===== src/rtl/flit_credit_injector.sv =====
// Credit-based flit injector: accepts AXI-Stream flits from upstream and forwards them
// to a NoC router input port while the downstream buffer has free credits.
module flit_credit_injector #(
    parameter int FLIT_WIDTH        = 128,
    parameter int DEST_WIDTH        = 4,
    parameter int FLIT_BUFFER_DEPTH = 4,
    parameter int CREDIT_WIDTH      = $clog2(FLIT_BUFFER_DEPTH + 1)
) (
    input  logic                    clk_noc,
    input  logic                    rst_noc_sync,
    input  logic                    axis_tvalid,
    output logic                    axis_tready,
    input  logic [FLIT_WIDTH-1:0]   axis_tdata,
    input  logic                    axis_tlast,
    input  logic [DEST_WIDTH-1:0]   axis_tdest,
    output logic [FLIT_WIDTH-1:0]   data_out,
    output logic [DEST_WIDTH-1:0]   dest_out,
    output logic                    is_tail_out,
    output logic                    send_out,
    input  logic                    credit_in,
    output logic [CREDIT_WIDTH-1:0] credit_count,
    output logic                    pkt_active,
    output logic                    credit_overflow
);

    localparam logic [0:0] IDLE = 1'b0;
    localparam logic [0:0] BODY = 1'b1;

    localparam logic [CREDIT_WIDTH-1:0] MAX_CREDITS = CREDIT_WIDTH'(FLIT_BUFFER_DEPTH);
    localparam logic [CREDIT_WIDTH-1:0] ONE_CREDIT  = CREDIT_WIDTH'(1);

    logic [0:0]            state;
    logic [DEST_WIDTH-1:0] head_dest;
    logic                  transfer;

    // Ready only looks at registered credits, so a returning credit cannot bypass into this cycle.
    assign axis_tready = (credit_count != '0) && !rst_noc_sync;
    assign transfer    = axis_tvalid && axis_tready;
    assign pkt_active  = (state == BODY);

    always_ff @(posedge clk_noc) begin
        if (rst_noc_sync) begin
            state           <= IDLE;
            head_dest       <= '0;
            send_out        <= 1'b0;
            data_out        <= '0;
            dest_out        <= '0;
            is_tail_out     <= 1'b0;
            credit_count    <= MAX_CREDITS;
            credit_overflow <= 1'b0;
        end else begin
            send_out <= transfer;

            if (transfer) begin
                data_out    <= axis_tdata;
                is_tail_out <= axis_tlast;
                // Body flits reuse the head's route; their own tdest is ignored.
                if (state == IDLE) begin
                    head_dest <= axis_tdest;
                    dest_out  <= axis_tdest;
                end else begin
                    dest_out  <= head_dest;
                end
                state <= axis_tlast ? IDLE : BODY;
            end

            if (credit_in && !transfer) begin
                if (credit_count == MAX_CREDITS) begin
                    credit_overflow <= 1'b1;
                end else begin
                    credit_count <= credit_count + ONE_CREDIT;
                end
            end else if (transfer && !credit_in) begin
                credit_count <= credit_count - ONE_CREDIT;
            end
        end
    end

endmodule


===== config.mk =====
export PLATFORM = sky130hd
export DESIGN_NAME = flit_credit_injector
export DESIGN_NICKNAME = d
export VERILOG_FILES = /design/src/rtl/flit_credit_injector.sv
export SDC_FILE = /design/constraint.sdc
export NUM_CORES = 1
export LEC_CHECK = 0
export ABC_CLOCK_PERIOD_IN_PS = 2700
export BUFFER_PORTS_ARGS = -buffer_cell sky130_fd_sc_hd__buf_4
export CAP_MARGIN = 20
export CORE_ASPECT_RATIO = 0.5
export CORE_MARGIN = 2
export CORE_UTILIZATION = 35
export CTS_CLUSTER_SIZE = 8
export DETAILED_ROUTE_END_ITERATION = 7
export PLACE_DENSITY = 0.66
export SYNTH_ARGS = -nofsm -noshare
export SYNTH_HDL_FRONTEND = slang
export SYNTH_SLANG_ARGS = --single-unit

===== constraint.sdc =====
create_clock -name clk_noc -period 2.7 [get_ports clk_noc]
set_input_delay 0.405 -clock clk_noc [delete_from_list [all_inputs] [get_ports clk_noc]]
set_output_delay 0.405 -clock clk_noc [all_outputs]
set_load 0.005 [all_outputs]

After elaboration in Yosys (flattened, before gate mapping)
Cells that the tools add are included.
W data, S select, Z words.
Storage, ports and cells
  register bits: 139
  bits of input ports: 137
  output and inout port bits: 140
  word-level logic and storage cells: 28
Cells by class
  add/sub/neg operators: 2
  equality and inequality tests: 2
  multiplexer cells: 4
  bitwise logic cells: 1
  reductions and logical operators: 12
Operators with widths (count)
  $mux W3: 3
  $reduce_and A2 Y1: 3
  $logic_and A1 B1 Y1: 4
  $add A3 B1 Y3 const B: 1
  $eq A3 B3 Y1 const B: 1
  $logic_not A1 Y1: 3
  $reduce_bool A3 Y1: 1
  $sub A3 B1 Y3 const B: 1
  $ne A2 B2 Y1 const B: 1
  $reduce_bool A2 Y1: 1
  $mux W1: 1
  $not A1 Y1: 1

Longest topological paths before layout
Gate-level depths: netlist (run 1).
  depth after elaboration: 7
  depth in mapped cells: 8
  gate-level depth less buffers: 7

Least setup slack after synthesis (run 1)
No wires, ideal clock.
  path kind: register to register
  start: register credit_count[0]
  end: register credit_count[2]
  data arrival time: 1.811 ns
  data required time: 2.570 ns
  slack: 0.760 ns
  stages on the path, launching flop included: 8
  path buffers: 0
  clock period less this slack: 1.940 ns
  path through: dfxtp_1 > nor3_4 > o21ai_0 > fa_1 > nor3b_1 > nor3b_1 > a311oi_1 > o21ai_0
Between the ends
  word-level cells in the longest chain between the ends: 7
  elaborated cells on any way between the ends: 15
  classes of those cells: add/sub: 2; eq/ne: 2; mux: 3; reduce/logical: 8
Ends and longest elaborated chain
  start, declared: RTL line 21  | output logic [CREDIT_WIDTH-1:0] credit_count,
  start signal, assigned: RTL line 71  | credit_count <= credit_count + ONE_CREDIT;
  start signal, assigned: RTL line 74  | credit_count <= credit_count - ONE_CREDIT;
  $reduce_bool A3 Y1: RTL line 37  | assign axis_tready = (credit_count != '0) && !rst_noc_sync;
  $logic_and A1 B1 Y1: RTL line 37
  $logic_and A1 B1 Y1: RTL line 38  | assign transfer = axis_tvalid && axis_tready;
  $logic_not A1 Y1: RTL line 67  | if (credit_in && !transfer) begin
  $logic_and A1 B1 Y1: RTL line 67
  $ne A2 B2 Y1 (no line) or $reduce_bool A2 Y1 (tied branches)
  $reduce_and A2 Y1 (no line)
Several ways; a longest one is shown, not always the timed one. The select of a mux whose other input is x is not followed.
A chain may end at the register's enable or synchronous reset.

Worst setup path in the final report (run 1)
Same ends and word-level chain as after synthesis.

==> results.py, run 1 <==
metrics = {
    "global_routing": {
        "grt_pass1_wl_um": 23010,
        "track_usage_pct": 17.94,
        "antenna_found_initial": 0,
        "grt_max_degree": 80,
        "grt-ovfl-total": 0,
        "grt_pass1_vias": 4702,
    },
    "cts": {
        "cts_tree": "done",
        "path_clk_slew_ps": 60,
        "clockRootBuffer": "clkbuf_16",
        "cts_buffer_depth": 2,
        "cts_max_level": 4,
        "cts_setup_buffers": 0,
        "cts_hold_buffers": 0,
        "clock_latency_ps": 410,
        "cts.sink_count": 139,
        "cts_resized": 0,
        "numCtsBuffers": 17,
    },
    "timing": {
        "finClkSkew_ps": 7.234,
        "fin_ws_ps": 485.1,
        "fin_worst_hold_slack_ps": 185.8,
        "rsz0062_at_grt": "no",
        "final_max_slew_viol_count": 0,
        "fin_crit_sh_pct": 82.03,
        "hold_viol": 0,
        "worst_pin_slew_ps": 583.4,
        "max_freq_mhz": 451.5,
        "relSlewSlack_pct": 61.11,
        "tns_ps": 0,
        "setup_violations": 0,
        "finalCriticalPeriod_ps": 2215,
    },
    "floorplanning": {
        "dieWidth_um": 177.6,
        "std_cell_rows": 31,
        "die_area_sq_um": 16130,
        "pin_count": 277,
        "core_sq_um": 14580,
        "dieHeight_um": 90.81,
        "start_util_pct": 36.17,
    },
    "layout": {
        "diodes": 0,
        "final_cells": 1076,
        "area_growth_pct": 52.70,
        "drive_gt1_share_pct": 36.45,
        "layout.nets": 1005,
    },
    "setup_path": {
        "ff2ff_setup_slack_ps": 490,
        "crit_fanout": 7,
        "cpPeakStageDelay_ps": 430,
        "worstPathArrival_ps": 2490,
        "required_ps": 2980,
        "reg2reg_depth": 7,
        "reg2reg_to": "credit_count[2]",
        "crit_path_top_delay_cell": "fa_1",
        "crit_type": "register to register",
        "cp-start-kind": "register",
        "cp-end-kind": "register",
        "r2r-start": "credit_count[0]",
        "worstPathCellList": "nor3_4 -> o21ai_0 -> fa_1 -> nor3b_1 -> nor3b_1 -> a311oi_1 -> o21ai_0",
    },
    "hold_path": {
        "min_to": "data_out[118]",
        "hp-start": "axis_tdata[118]",
        "hold_depth": 3,
        "holdCritPathClass": "input pin to register",
    },
    "logic_synthesis": {
        "synth_cell_types": 30,
        "synthMuxAreaShare_pct": 1.352,
        "ys_seq_elements": 139,
        "synth_top_area_share_pct": 52.75,
        "synthArstFlopShare_pct": 0,
        "synth_fa_ha_area_share_pct": 0.3795,
        "ys_seq_area_share_pct": 52.75,
        "synthSimpleGateAreaFrac_pct": 27.02,
        "ys_warn_count": 0,
        "synth-xor-area-share_pct": 0.1660,
        "synth-edff-count": 0,
        "synth_top_family_by_area": "simple AND/OR/NAND/NOR gates",
        "synth_area_leaders": "dfxtp_1, nand2b_1, o21ai_1",
        "synth_nets": 746,
        "synth_most_common_cell": "dfxtp_1",
        "synthesis.instances": 608,
        "yosysTopAreaCell": "dfxtp_1",
        "synth_commonest_cells": "dfxtp_1, nand2b_1, nand2_1, o21ai_1, o21ai_0",
        "syn_area_per_cell_sq_um": 8.676,
        "ys.flop_type": "dfxtp_1",
        "synth_compound_area_share_pct": 13.14,
        "synth_area_sq_um": 5275,
    },
    "power_and_ir_drop": {
        "p_sw_w": 0.001562,
        "ir_drop_mv": 0.3032,
        "pwr-share-comb_pct": 18.9,
        "power_frac_seq_pct": 40.3,
        "swShare_pct": 25.18,
        "power.total_w": 0.006202,
        "leakage_nw": 3.556,
        "cell_internal_pwr_w": 0.004641,
        "p_per_area_nw_per_um2": 770.0,
        "clock_power_share_pct": 40.8,
    },
    "placement": {
        "dpl.hpwl_um": 10410,
        "numPortBuffers": 276,
        "dp_slack_ps": 508.5,
        "dpl.cell_count": 1046,
        "place_congestion": 0.7815,
    },
    "drt": {
        "dr.pass1.iters": 4,
        "routed_wl_um": 14590,
        "avgViaCountPerCell": 4.412,
        "drt_iter0_markers": 253,
        "routedWlPerCell_um": 13.56,
        "vias": 4747,
        "drcViolationCount": 0,
        "ant_nets": 0,
    },
    "run": {
        "drv_cap": 0,
    },
    "outcome": {
        "status": "finished, final reports clean",
    },
}
==> area by class of cell <==
class                           count  area (sq um)
Timing Repair Buffer              285          2165
Inverter                            1         3.754
Fill cell                        1399          6529
Clock buffer                       19         442.9
Tap cell                          198         247.7
Sequential cell                   139          2783
Multi-Input combinational cell    423          2218
Clock inverter                     11         195.2
==> state kept, by name (all words and copies together) (netlist names) <==
signal           cells
head_dest            4
send_out             1
credit_overflow      1
credit_count         3
data_out           128
is_tail_out          1
pkt_active           1
==> metal layers <==
metal	wire, um	up-vias	share of wire (%)	global-route usage (%)
li1	-	2475	-	-
met4	418	0	2.9	8.743
met1	5871	2118	40	19.53
met3	706	32	4.8	4.040
met2	7589	122	52	32.78
met5	0	-	0	0
==> power by group through the flow <==
stage / registers, W / clock network, W / logic, W
after floorplan: 0.00254 / 0 / 0.000504
after global placement: 0.00252 / 0 / 0.00117
after detailed placement: 0.00254 / 0 / 0.00119
after CTS: 0.00250 / 0.00260 / 0.00119
after global routing: 0.00253 / 0.00268 / 0.00130
final: 0.00250 / 0.00253 / 0.00117
==> kinds of logic (layout without fill, tap and decap cells) <==
logic type / Yosys count / in the layout
and+or+nand+nor: 278 / 278
buffers and inverters: 46 / 316
muxes: 7 / 7
DFF: 139 / 139
xor gates and xnor gates: 1 / 1
AOI/OAI and AO/OA: 136 / 136
adders and majority gates: 1 / 1
==> how the worst max path moves through the flow <==
stage                                from         endpoint  slack, ps  cells after the start
after global routing      credit_count[0]  credit_count[2]        220                      7
after global placement    credit_count[0]  credit_count[2]        650                      7
after floorplan           credit_count[0]  credit_count[2]        760                      7
after CTS                 credit_count[0]  credit_count[2]        490                      7
after detailed placement  credit_count[0]  credit_count[2]        510                      7
final                     credit_count[0]  credit_count[2]        490                      7
==> layout by cell type, fill, tap and decap left out, types with 2 or more instances in the layout <==
| master | instances |
|---|---|
| o21ai_0 | 30 |
| nor2_1 | 10 |
| clkinv_4 | 2 |
| o21ai_1 | 100 |
| nor2b_1 | 2 |
| nand2b_1 | 130 |
| buf_4 | 283 |
| clkinvlp_4 | 3 |
| clkbuf_16 | 17 |
| nor3b_1 | 2 |
| buf_12 | 2 |
| mux2i_1 | 6 |
| dfxtp_1 | 139 |
| bufinv_16 | 5 |
| nand2_1 | 128 |
==> worst max-delay path: cells and delay by family (launching register included) <==
kind | cells | cell delay (ps)
and+or+nand+nor | 3 | 690
AOI/OAI and AO/OA | 3 | 560
adders and majority gates | 1 | 430
DFF | 1 | 400
==> through the flow <==
stage / cell area (sq um) / utilization, %
floorplan: 5275 / -
global route: 8055 / 55.23
finish: 8055 / 55.23
detailed placement: 7417 / 50.86
CTS: 8055 / 55.23
global placement: 7417 / 50.86
No activity file was read; power rests on OpenSTA's default activity.
==> run 2: changes to the inputs <==
- ABC_CLOCK_PERIOD_IN_PS: 2700 -> 2050
- clock period: 2.7 -> 2.05 ns (I/O delays scaled with it)
==> run 2 against run 1 <==
Critical path depth did not move. Global-route usage fell by 0.43 points. Clock power rose by 23%. Critical path type unchanged. Fmax rose by 20%. Register-to-register slack got worse by 280 ps. Combinational power rose by 37%.
==> results.py, run 2 (synthesis results as in run 1) <==
metrics = {
    "outcome": {
        "status": "finished, final reports clean",
    },
    "timing": {
        "tns_ps": 0,
        "final_max_slew_viol_count": 0,
        "rsz0062_at_grt": "no",
        "fin_crit_sh_pct": 89.84,
        "hold_viol": 0,
        "finClkSkew_ps": 12.04,
        "finalCriticalPeriod_ps": 1842,
        "max_freq_mhz": 543.0,
        "worst_pin_slew_ps": 575.5,
        "relSlewSlack_pct": 61.64,
        "setup_violations": 0,
    },
    "setup_path": {
        "crit_fanout": 3,
        "reg2reg_to": "credit_count[2]",
        "crit_type": "register to register",
        "cp-end-kind": "register",
        "cp-start-kind": "register",
        "worstPathArrival_ps": 2110,
        "cp_common_cell": "o21ai_0",
        "critPathTopFamily": "simple AND/OR/NAND/NOR gates",
        "ff2ff_setup_slack_ps": 210,
        "required_ps": 2320,
        "cp_num_buf_inv": 0,
        "cpPeakStageDelay_ps": 420,
        "worstPathCellList": "nor3_4 -> o21ai_0 -> fa_1 -> nor3b_2 -> nor3b_1 -> a311oi_1 -> o21ai_0",
        "r2r-start": "credit_count[2]",
        "crit_path_top_delay_cell": "fa_1",
        "reg2reg_depth": 7,
    },
    "global_routing": {
        "track_usage_pct": 17.51,
        "grt_max_degree": 142,
        "antenna_found_initial": 0,
        "grt_pass1_wl_um": 22500,
        "grt_pass1_vias": 4544,
        "grt-ovfl-total": 0,
    },
    "drt": {
        "drt_iter0_markers": 193,
        "dr.pass1.iters": 4,
        "routedWlPerCell_um": 13.36,
        "avgViaCountPerCell": 4.415,
        "vias": 4759,
        "ant_nets": 0,
        "drcViolationCount": 0,
        "routed_wl_um": 14400,
    },
    "cts": {
        "cts_setup_buffers": 0,
        "cts.sink_count": 139,
        "cts_resized": 0,
        "cts_max_level": 4,
        "clockRootBuffer": "clkbuf_16",
        "cts_hold_buffers": 0,
        "path_clk_slew_ps": 60,
        "cts_buffer_depth": 2,
        "clock_latency_ps": 400,
        "cts_tree": "done",
        "numCtsBuffers": 17,
    },
    "layout": {
        "layout.nets": 1005,
        "largest_register_ffs": 128,
        "area_growth_pct": 52.32,
        "layout_common_cells": "buf_4, dfxtp_1, nand2b_1, nand2_1, o21ai_1",
        "final_common_cell": "buf_4",
        "largest-register": "data_out",
        "drive_gt1_share_pct": 36.70,
        "diodes": 0,
        "fillers": 1362,
        "top_regs": "data_out (128), head_dest (4), credit_count (3)",
        "final_core_util_pct": 55.10,
    },
    "power_and_ir_drop": {
        "ir_drop_mv": 0.5341,
        "leakage_nw": 3.547,
        "p_per_area_nw_per_um2": 992.4,
    },
    "hold_path": {
        "min_to": "data_out[95]",
        "hold_depth": 3,
        "hp-start": "axis_tdata[95]",
        "holdCritPathClass": "input pin to register",
    },
    "floorplanning": {
        "core_sq_um": 14580,
        "die_area_sq_um": 16130,
        "pin_count": 277,
        "dieHeight_um": 90.81,
        "start_util_pct": 36.17,
        "std_cell_rows": 31,
        "dieWidth_um": 177.6,
    },
    "placement": {
        "numPortBuffers": 276,
        "dpl.hpwl_um": 10010,
        "place_congestion": 0.7688,
    },
    "run": {
        "drv_cap": 0,
    },
}
## run 2: cell types whose count changed in the layout (fill, tap and decap cells not counted)
cell	delta
bufinv_16	-2
clkinv_2	+2
clkinv_4	+2
buf_12	+1
buf_4	-1
clkbuf_8	-1
inv_6	+1
nor3b_1	-1
nor3b_2	+1
## run 2: where the power goes
group / internal (W) / switching, W / total (W)
combinational: 0.000899 / 0.000701 / 0.00160
clock: 0.00192 / 0.00120 / 0.00312
sequential: 0.00306 / 0.000196 / 0.00325
## run 2: metal layers
metal / up-vias / track usage [%] / wire length [um]
met5: - / 0 / 0
met4: 0 / 7.514 / 333
met3: 24 / 4.251 / 727
met2: 112 / 31.52 / 7469
met1: 2152 / 19.65 / 5872
li1: 2471 / - / -
## run 2: worst max-delay path by stage
stage | start | cells after the start | end | slack, ps
CTS | rst_noc_sync | 4 | axis_tready | 120
detailed placement | rst_noc_sync | 4 | axis_tready | 110
global route | credit_count[0] | 7 | credit_count[2] | 90
finish | credit_count[2] | 7 | credit_count[2] | 210
floorplan | credit_count[0] | 7 | credit_count[2] | 110
global placement | rst_noc_sync | 4 | axis_tready | 120
## run 2: cell type report
type	count	area (sq um)	share of cell area, %
Sequential cell	139	2783	34.63
Clock inverter	14	171.4	2.133
Multi-Input combinational cell	423	2223	27.67
Timing Repair Buffer	285	2177	27.09
Tap cell	198	247.7	3.083
Clock buffer	18	429.2	5.341
Inverter	1	3.754	0.04671
## run 2: worst min-delay path, stage by stage
cell	delay [ps]
buf_4	70
nand2_1	30
o21ai_0	50
## run 2: metrics by stage
stage | instances | setup WS, ps | hold slack [ps] | power (W) | area, sq um
after floorplan | 608 | 109.9 | 403.1 | 0.004015 | 5275
after global placement | 1045 | 120.4 | 451.8 | 0.004888 | 7410
after detailed placement | 1045 | 114.2 | 453.3 | 0.004925 | 7410
after CTS | 1077 | 117.0 | 75.45 | 0.008094 | 8010
after global routing | 1078 | 86.81 | 79.23 | 0.008403 | 8035
final | 1078 | 208.3 | 92.30 | 0.007974 | 8035
==> run 3: changes to the inputs <==
- ABC_CLOCK_PERIOD_IN_PS: 2050 -> default
- CELL_PAD_IN_SITES_DETAIL_PLACEMENT: default -> 1
- CELL_PAD_IN_SITES_GLOBAL_PLACEMENT: default -> 1
- CORE_UTILIZATION: 35 -> 32
- PLACE_DENSITY: 0.66 -> 0.82
==> run 3 against run 2 <==
Total power shrank 1.4%. Register-to-register slack gained 30 ps. Wire length grew 15%. Flip-flop and latch count is the same. Worst setup slack gained 33 ps. Critical path type unchanged. Largest cell class unchanged.
==> results.py, run 3 (synthesis results as in run 1) <==
metrics = {
    "drt": {
        "dr_wl_met2_um": 9087,
        "routed_wl_um": 16560,
        "drt-met1-wl_um": 6498,
        "avgViaCountPerCell": 4.425,
        "routedWlPerCell_um": 14.96,
        "ant_nets": 0,
        "drt_iter0_markers": 178,
        "dr.pass1.iters": 4,
        "vias": 4899,
        "drcViolationCount": 0,
        "met3WireLength_um": 524,
        "top_layer": "met4",
    },
    "setup_path": {
        "crit_path_top_delay_cell": "fa_1",
        "worstPathCellList": "nor3_4 -> o21ai_0 -> fa_1 -> nor3b_2 -> nor3b_1 -> a311oi_1 -> o21ai_0",
        "reg2reg_depth": 7,
        "crit_fanout": 3,
        "worstPathArrival_ps": 2100,
        "r2r-start": "credit_count[2]",
        "cp_common_cell": "o21ai_0",
        "cp-start-kind": "register",
        "crit_type": "register to register",
        "cpPeakStageDelay_ps": 440,
        "crit_start": "credit_count[2]",
        "required_ps": 2340,
        "cp-end-kind": "register",
    },
    "power_and_ir_drop": {
        "pwr-share-comb_pct": 20.8,
        "leakage_nw": 3.531,
        "cell_internal_pwr_w": 0.005708,
        "p_sw_w": 0.002156,
        "power.total_w": 0.007863,
        "p_per_area_nw_per_um2": 977.8,
        "ir_drop_mv": 0.6109,
        "swShare_pct": 27.41,
        "power_frac_seq_pct": 41.5,
        "clock_power_share_pct": 37.8,
    },
    "timing": {
        "relSlewSlack_pct": 57.80,
        "final_max_slew_viol_count": 0,
        "fin_crit_sh_pct": 88.22,
        "setup_violations": 0,
        "tns_ps": 0,
        "finalCriticalPeriod_ps": 1808,
        "finClkSkew_ps": 9.653,
        "fin_ws_ps": 241.5,
        "rsz0062_at_grt": "no",
        "max_freq_mhz": 552.9,
        "worst_pin_slew_ps": 633.0,
        "hold_viol": 0,
    },
    "global_routing": {
        "grt_pass1_vias": 5005,
        "grt_max_degree": 142,
        "grt_pass1_wl_um": 24450,
        "track_usage_pct": 17.92,
        "grt-ovfl-total": 0,
        "antenna_found_initial": 0,
    },
    "layout": {
        "layout.nets": 1005,
        "top_regs": "data_out (128), head_dest (4), credit_count (3)",
        "largest_register_ffs": 128,
        "drive_gt1_share_pct": 36.70,
        "largest-register": "data_out",
        "final_common_cell": "buf_4",
        "final_cells": 1107,
        "diodes": 0,
        "layout_common_cells": "buf_4, dfxtp_1, nand2b_1, nand2_1, o21ai_1",
        "area_growth_pct": 52.44,
        "fillers": 1963,
    },
    "floorplanning": {
        "dieHeight_um": 94.79,
        "core_sq_um": 16270,
        "start_util_pct": 32.43,
        "die_area_sq_um": 17590,
        "pin_count": 277,
        "std_cell_rows": 33,
        "dieWidth_um": 185.6,
    },
    "placement": {
        "dpl.hpwl_um": 11730,
        "numPortBuffers": 276,
        "dpl.cell_count": 1074,
        "place_congestion": 0.7727,
        "dp_slack_ps": 106.6,
    },
    "cts": {
        "cts_max_level": 4,
        "clock_latency_ps": 410,
        "cts_tree": "done",
        "numCtsBuffers": 17,
        "cts.sink_count": 139,
        "path_clk_slew_ps": 60,
        "clockRootBuffer": "clkbuf_16",
        "cts_buffer_depth": 2,
    },
    "hold_path": {
        "holdCritPathClass": "input pin to register",
        "hp-start": "axis_tdata[127]",
        "hold_depth": 3,
    },
    "run": {
        "drv_cap": 0,
    },
    "outcome": {
        "status": "finished, final reports clean",
    },
}
run 3: cell types whose count changed in the layout (fill, tap and decap cells not counted):
| cell | previous run | this run |
|---|---|---|
| clkinv_4 | 4 | 1 |
| inv_6 | 1 | 4 |
| clkbuf_8 | 0 | 2 |
| clkinv_2 | 3 | 2 |
| bufinv_16 | 3 | 1 |
| clkinvlp_4 | 3 | 4 |
run 3: layout make-up:
cell class	count	area [sq um]	area share, %
Clock inverter	12	113.9	1.416
Sequential cell	139	2783	34.60
Multi-Input combinational cell	423	2223	27.65
Clock buffer	20	456.7	5.679
Tap cell	227	284.0	3.532
Inverter	1	3.754	0.04668
Timing Repair Buffer	285	2177	27.07
run 3: layer usage:
metal,up-vias,track usage [%]
met5,-,0
met4,0,7.874
met3,28,4.126
met2,92,34.86
met1,2313,18.59
li1,2466,-
run 3: power groups by stage:
stage / logic [W] / registers (W) / clock network (W)
finish: 0.00163 / 0.00326 / 0.00297
global route: 0.00179 / 0.00330 / 0.00319
CTS: 0.00166 / 0.00327 / 0.00307
detailed placement: 0.00165 / 0.00332 / 0
global placement: 0.00160 / 0.00330 / 0
floorplan: 0.000663 / 0.00335 / 0
run 3: per-stage QoR:
step | area (sq um) | hold WS [ps] | util [%]
after floorplan | 5275 | 403.1 | -
after global placement | 7446 | 452.8 | 45.77
after detailed placement | 7446 | 456.8 | 45.77
after CTS | 8016 | 73.92 | 49.28
after global routing | 8041 | 71.13 | 49.43
final | 8041 | 90.69 | 49.43
run 3: final timing paths:
check	end	slack, ps
worst min register to register	data_out[17]	460
worst min-delay path	data_out[127]	90
worst max register to register	credit_count[2]	240
worst max-delay path	credit_count[2]	240
run 3: what timing repair did:
action | CTS | global route
gates resized for setup | 0 | 1
endpoints found under the setup margin | 0 | 1
hold buffers | 0 | 0
setup buffers | 0 | 0
run 3: critical path, delay by kind of cell, from the launching register on:
family | cells | cell delay (ps)
simple gates | 3 | 490
compound gates | 3 | 430
fa+ha+maj | 1 | 440
flops | 1 | 330
